===== src/rtl/clk_div_pkg.sv =====
// Shared constants and helpers for the clk_div_bank tick/clock generator.
package clk_div_pkg;

   localparam int unsigned MIN_DIV       = 2;
   localparam int unsigned DEFAULT_DIV_W = 32;

   // Width of a channel index; never narrower than one bit.
   function automatic int unsigned ch_idx_w(input int unsigned n);
      return (n > 1) ? $clog2(n) : 1;
   endfunction

endpackage : clk_div_pkg


===== src/rtl/clk_div_ch.sv =====
// One divider channel: period counter, active/shadow divisor, registered
// square wave and period-start tick.
//   clk, rst     : system clock, synchronous active-high reset
//   en           : run enable (level)
//   wr, wr_div   : validated divisor write for this channel
//   clk_out      : square wave, high for ceil(div/2) cycles of each period
//   tick         : one-cycle pulse in the first cycle of each period
//   pend         : a shadow divisor is waiting for the next period boundary
module clk_div_ch
   import clk_div_pkg::*;
#(
   parameter int unsigned DIV_W       = DEFAULT_DIV_W,
   parameter int unsigned DEFAULT_DIV = 100
) (
   input  logic             clk,
   input  logic             rst,
   input  logic             en,
   input  logic             wr,
   input  logic [DIV_W-1:0] wr_div,
   output logic             clk_out,
   output logic             tick,
   output logic             pend
);

   logic [DIV_W-1:0] cnt_q,      cnt_d;
   logic [DIV_W-1:0] act_div_q,  act_div_d;
   logic [DIV_W-1:0] pend_div_q, pend_div_d;
   logic             pend_vld_q, pend_vld_d;
   logic             run_q,      run_d;
   logic             clk_out_q,  clk_out_d;
   logic             tick_q,     tick_d;

   logic             last_c;
   logic [DIV_W-1:0] hi_len_c;

   // Next-state: period counting, divisor shadowing and output decode.
   always_comb begin
      cnt_d      = cnt_q;
      act_div_d  = act_div_q;
      pend_div_d = pend_div_q;
      pend_vld_d = pend_vld_q;
      run_d      = run_q;
      clk_out_d  = 1'b0;
      tick_d     = 1'b0;

      last_c   = (cnt_q == act_div_q - DIV_W'(1));
      // ceil(div/2) without overflowing at the all-ones divisor
      hi_len_c = act_div_q - (act_div_q >> 1);

      if (!en) begin
         // Stopped: phase cleared, any shadow value takes effect at once;
         // a direct write wins over an older shadow value.
         cnt_d      = '0;
         run_d      = 1'b0;
         pend_vld_d = 1'b0;
         if (pend_vld_q) act_div_d = pend_div_q;
         if (wr)         act_div_d = wr_div;
      end else begin
         run_d = 1'b1;
         if (!run_q || last_c) begin
            // Period start (first enabled cycle or wrap)
            cnt_d      = '0;
            clk_out_d  = 1'b1;
            tick_d     = 1'b1;
            pend_vld_d = 1'b0;
            if (wr)              act_div_d = wr_div;
            else if (pend_vld_q) act_div_d = pend_div_q;
         end else begin
            cnt_d     = cnt_q + DIV_W'(1);
            clk_out_d = (cnt_d < hi_len_c);
            if (wr) begin
               pend_div_d = wr_div;
               pend_vld_d = 1'b1;
            end
         end
      end
   end

   // State register
   always_ff @(posedge clk) begin
      if (rst) begin
         cnt_q      <= '0;
         act_div_q  <= DIV_W'(DEFAULT_DIV);
         pend_div_q <= '0;
         pend_vld_q <= 1'b0;
         run_q      <= 1'b0;
         clk_out_q  <= 1'b0;
         tick_q     <= 1'b0;
      end else begin
         cnt_q      <= cnt_d;
         act_div_q  <= act_div_d;
         pend_div_q <= pend_div_d;
         pend_vld_q <= pend_vld_d;
         run_q      <= run_d;
         clk_out_q  <= clk_out_d;
         tick_q     <= tick_d;
      end
   end

   assign clk_out = clk_out_q;
   assign tick    = tick_q;
   assign pend    = pend_vld_q;

endmodule : clk_div_ch


===== src/rtl/clk_div_bank.sv =====
// Bank of NUM_CH independent programmable clock/tick dividers.
//   clk, rst  : system clock, synchronous active-high reset
//   en        : per-channel run enable
//   cfg_wr    : divisor write strobe; cfg_ch selects channel, cfg_div value
//   cfg_err   : registered pulse when a write is rejected
//   cfg_pend  : per-channel shadow divisor waiting for a period boundary
//   clk_out   : per-channel divided square wave
//   tick      : per-channel one-cycle pulse at period start
module clk_div_bank
   import clk_div_pkg::*;
#(
   parameter int unsigned NUM_CH      = 4,
   parameter int unsigned DIV_W       = DEFAULT_DIV_W,
   parameter int unsigned DEFAULT_DIV = 100
) (
   input  logic                          clk,
   input  logic                          rst,
   input  logic [NUM_CH-1:0]             en,
   input  logic                          cfg_wr,
   input  logic [ch_idx_w(NUM_CH)-1:0]   cfg_ch,
   input  logic [DIV_W-1:0]              cfg_div,
   output logic                          cfg_err,
   output logic [NUM_CH-1:0]             cfg_pend,
   output logic [NUM_CH-1:0]             clk_out,
   output logic [NUM_CH-1:0]             tick
);

   localparam int unsigned CH_W = ch_idx_w(NUM_CH);

   logic              cfg_ok_c;
   logic [NUM_CH-1:0] ch_wr_c;
   logic              cfg_err_q, cfg_err_d;

   // Write validation and channel decode; compare widened so an
   // out-of-range index is visible whatever NUM_CH is.
   always_comb begin
      cfg_ok_c  = (32'(cfg_ch) < 32'(NUM_CH)) && (cfg_div >= DIV_W'(MIN_DIV));
      cfg_err_d = cfg_wr && !cfg_ok_c;
      ch_wr_c   = '0;
      for (int i = 0; i < int'(NUM_CH); i++) begin
         ch_wr_c[i] = cfg_wr && cfg_ok_c && (cfg_ch == CH_W'(i));
      end
   end

   always_ff @(posedge clk) begin
      if (rst) cfg_err_q <= 1'b0;
      else     cfg_err_q <= cfg_err_d;
   end

   assign cfg_err = cfg_err_q;

   for (genvar gi = 0; gi < int'(NUM_CH); gi++) begin : g_ch
      clk_div_ch #(
         .DIV_W       (DIV_W),
         .DEFAULT_DIV (DEFAULT_DIV)
      ) u_ch (
         .clk     (clk),
         .rst     (rst),
         .en      (en[gi]),
         .wr      (ch_wr_c[gi]),
         .wr_div  (cfg_div),
         .clk_out (clk_out[gi]),
         .tick    (tick[gi]),
         .pend    (cfg_pend[gi])
      );
   end

endmodule : clk_div_bank


===== config.mk =====
export PLATFORM = sky130hd
export DESIGN_NAME = clk_div_bank
export DESIGN_NICKNAME = d
export VERILOG_FILES = /design/src/rtl/clk_div_pkg.sv /design/src/rtl/clk_div_ch.sv /design/src/rtl/clk_div_bank.sv
export SDC_FILE = /design/constraint.sdc
export NUM_CORES = 1
export LEC_CHECK = 0
export CAP_MARGIN = 20
export CORE_ASPECT_RATIO = 1.5
export CORE_MARGIN = 3
export CORE_UTILIZATION = 57
export CTS_CLUSTER_SIZE = 16
export DETAILED_ROUTE_END_ITERATION = 12
export HOLD_SLACK_MARGIN = 0.05
export PLACE_DENSITY = 0.74
export SLEW_MARGIN = 30
export SYNTH_ARGS = -nofsm -noshare
export SYNTH_HDL_FRONTEND = slang
export SYNTH_SLANG_ARGS = --single-unit

===== constraint.sdc =====
create_clock -name clk -period 11.3 [get_ports clk]
set_input_delay 1.695 -clock clk [delete_from_list [all_inputs] [get_ports clk]]
set_output_delay 1.695 -clock clk [all_outputs]
set_load 0.01 [all_outputs]

==> key figures <==
Status
  • Status: completed

Critical path
  • Worst path depth: 22
  • CP max stage cell: a211oi_1
  • WS Path Type: register to register
  • Crit-path max cell delay: 0.50 ns
  • Crit-path cells: inv_1 -> ha_1 -> nor4_1 -> nand2_1 -> a211oi_1 -> nor3_1 -> o31ai_1 -> a311o_1 -> a211oi_1 -> o21bai_1 -> a21oi_1 -> xnor2_1 -> ha_1 -> nor2b_1 -> o21ai_0 -> nand2b_1 -> a21oi_1 -> nor2b_1 -> o21ai_0 -> nand2b_1 -> a21oi_1 -> a31o_2
  • CP most frequent cell: a21oi_1
  • Setup crit start kind: register
  • WP data required: 11.82 ns
  • Reg-to-reg setup timing slack: 6.28 ns
  • Delay-heaviest family, CP: compound AO/OA/AOI/OAI gates
  • Crit-path max FO: 5
  • Worst R2R Path Depth: 22
  • Worst Path Arrival: between 5 and 6 ns
  • CP endpoint kind: register
  • Crit path buf inv count: 1

Power
  • Switching part of the total power: between 30% and 40%
  • Leakage power: 14.8 nW
  • Sw Pwr: 1.29 mW
  • Sequential share of power: 37.0%
  • Clock share of power: 36.0%
  • Combinational fraction of design power: 27.0%
  • Total power: 4.01 mW
  • Peak VDD IR: 0.000127 V
  • Pwr Density: 121 nW/µm²
  • Cell-internal power: 2.73 mW

Timing
  • Achievable Freq: 199 MHz
  • RSZ-0062 raised after global routing: false
  • Setup TNS: 0 ns
  • Relative slew slack: 46.6%
  • Final worst path period share: 44.4%
  • Hold Vio Cnt, Final: 0
  • Setup Skew: 0.0158 ns
  • Slew Limit Fails: 0
  • Least-Margin Pin Slew: 0.794 ns
  • Crit path time final: 5.02 ns
  • Final setup vio count: 0

Hold path
  • HP Class: register to register
  • Hold path cells: 2

CTS
  • Root Driver: clkbuf_16
  • Sink Count: 401
  • Post-CTS resize count: 0
  • CTS tree: yes
  • H-tree levels: 2
  • Clock Latency Late Sink: about 0.58 ns
  • CTS max path bufs: 3
  • Post-CTS setup buffers: 0
  • CTS buffer count: just over 40
  • # hold bufs at CTS: 0
  • Clk pin slew, worst setup/hold paths: 0.07 ns

Detailed routing
  • Starting DRT DRC Count: 1,196
  • Vias per std cell: 5.76
  • Post-DRT Antenna Nets: 0
  • Total wire length: 76.3 mm
  • Routed WL per cell: 18.0 µm
  • Drc violations: 0
  • DRT Pass-1 Iters: 6
  • Via count: 24,400

Yosys
  • Async set or reset register ratio after synthesis: 0%
  • Seq/Total Area, Yosys: a little over a quarter
  • Mapped Nets: 3,995
  • Cells after synthesis: between 3,000 and 4,000
  • Number of synthesized flops with an enable pin: 0
  • Yosys cell types: 85
  • Synth warn: 0
  • Synthesized flop and latch total: between 400 and 500
  • Mapped cell area: 30,700 µm²
  • Avg Cell Area, Syn: roughly 8.6 µm²
  • Primary FF master, synth: dfxtp_1

Global route
  • First-pass GRT wire length: 123 mm
  • Largest net degree at the start of global routing: 157
  • Antenna violations before repair: 1
  • Total Routing Usage GR: 26.2%
  • Grt ovf: 0
  • Vias in the first global route: around 24,000

Floorplanning
  • IO Count: 54
  • Cell row count: a little over 100
  • Core area: 53,000 µm²
  • Starting Density: between 50% and 60%
  • Die area: about 57,000 µm²
  • Die Ht: 290 µm
  • DIE WIDTH: 196 µm

Placement
  • RePlAce Congestion: 0.893
  • I/O Buffers: 53
  • Post-DP HPWL: 59.4 mm

Cells and area
  • Area grow syn2layout: 7.49%
  • Share of layout cells above drive strength 1: between 5 and 6%
  • Final net count: 3,962

Run
  • Max cap viols: 0
[path summary, 6_finish.rpt]
kind                                                  from                          to
worst min register to register  g_ch[3].u_ch.pend_div_q[5]  g_ch[3].u_ch.pend_div_q[5]
worst max register to register  g_ch[1].u_ch.act_div_q[10]        g_ch[1].u_ch.clk_out
worst max-delay path            g_ch[1].u_ch.act_div_q[10]        g_ch[1].u_ch.clk_out
worst min-delay path            g_ch[3].u_ch.pend_div_q[5]  g_ch[3].u_ch.pend_div_q[5]
[cell families (layout without fill, tap and decap cells)]
| kind of cell | Yosys count | after routing | synth area share (%) |
|---|---|---|---|
| adder cells (fa/ha/maj) | 392 | 392 | 16.1 |
| multiplexers | 258 | 258 | 8.41 |
| other | 0 | 1 | 0 |
| AND/OR/NAND/NOR | 1082 | 1082 | 17.6 |
| AO/OA/AOI/OAI | 573 | 573 | 13.5 |
| flip-flops | 401 | 401 | 26.1 |
| XOR/XNOR | 443 | 443 | 12.6 |
| buffers and inverters | 413 | 412 | 5.66 |
[sequential cells by signal, indices dropped and copies added (netlist names)]
| register | cells |
|---|---|
| cfg_err | 1 |
| g_ch.u_ch.act_div_q | 128 |
| g_ch.u_ch.clk_out | 4 |
| g_ch.u_ch.cnt_q | 128 |
| g_ch.u_ch.pend | 4 |
| g_ch.u_ch.pend_div_q | 128 |
| g_ch.u_ch.run_q | 4 |
| g_ch.u_ch.tick | 4 |
[layout make-up]
class | instances | area, µm²
multi-input cells | 2748 | 21000
flip-flops and latches | 401 | 8030
clock inverters | 25 | 262
fillers | 4594 | 19900
clock buffers | 50 | 1160
diodes | 1 | 2.50
inverters | 259 | 972
repair buffers | 78 | 743
well taps | 682 | 853
[cell usage after synthesis (all sizes together) (6+ instances only)]
master,number,area [µm²]
nor2,402,1520
dfxtp,401,8030
ha,388,4850
xnor2,290,2540
inv,259,972
mux2i,255,2550
xor2,153,1340
and3,152,951
a21oi,148,767
a211oi,137,1250
nand2,120,450
clkbuf,96,360
nand3,88,445
nor2b,65,407
o21ai,64,320
nand4,61,388
buf,56,389
nor3,55,275
o21bai,36,270
a31oi,31,194
nor4,30,209
nand2b,29,181
o31ai,19,143
a21o,18,135
and2,15,93.8
o211ai,13,97.6
o21a,13,97.6
a21boi,12,90.1
and4,12,105
or2,12,75.1
or3,11,68.8
a2111oi,8,95.1
or4,8,60.1
nor3b,7,52.6
a221oi,6,52.6
o22ai,6,37.5
[cells in the final DEF, fill, tap and decap left out, drive strengths merged, types with 7 or more instances in the layout]
cell type,count
nor2,402
dfxtp,401
ha,388
xnor2,290
inv,265
mux2i,255
xor2,153
and3,152
a21oi,148
a211oi,137
nand2,120
nand3,88
nor2b,65
o21ai,64
nand4,61
nor3,55
clkdlybuf4s50,52
clkbuf,50
o21bai,36
a31oi,31
nor4,30
nand2b,29
buf,26
o31ai,19
a21o,18
and2,15
o211ai,13
o21a,13
and4,12
or2,12
a21boi,12
or3,11
clkinv,10
or4,8
a2111oi,8
nor3b,7
[routing by layer]
layer / part of all wire, % / GRT usage (%) / up-vias
met3: 3.4 / 3.08 / 162
met5: 0 / 0 / -
met4: 4.5 / 10.9 / 0
li1: - / - / 12300
met2: 50 / 48.2 / 418
met1: 42 / 30.4 / 11500
[worst min-delay path, cell delays in order, from the launching register on]
cell,delay [ns]
dfxtp_1,0.32
mux2i_1,0.07
nor2_1,0.07
[power groups by stage]
stage / sequential (mW) / combinational (mW) / clock [mW]
2_1_floorplan: 1.50 / 0.850 / 0
3_3_place_gp: 1.52 / 1.06 / 0
3_5_place_dp: 1.52 / 1.07 / 0
4_1_cts: 1.49 / 1.08 / 1.47
5_1_grt: 1.49 / 1.22 / 1.52
6_report: 1.49 / 1.08 / 1.44
[stage by stage]
stage	util (%)	cells	hold slack, ns	instance area (µm²)	setup slack, ns
2_1_floorplan	-	3562	0.456	30700	7.23
3_3_place_gp	59.6	4167	0.473	31600	6.09
3_5_place_dp	59.7	4168	0.483	31600	6.03
4_1_cts	62.4	4243	0.497	33000	6.29
5_1_grt	62.4	4244	0.515	33000	5.89
6_report	62.4	4244	0.495	33000	6.28
(Power assumes the default switching activity.)
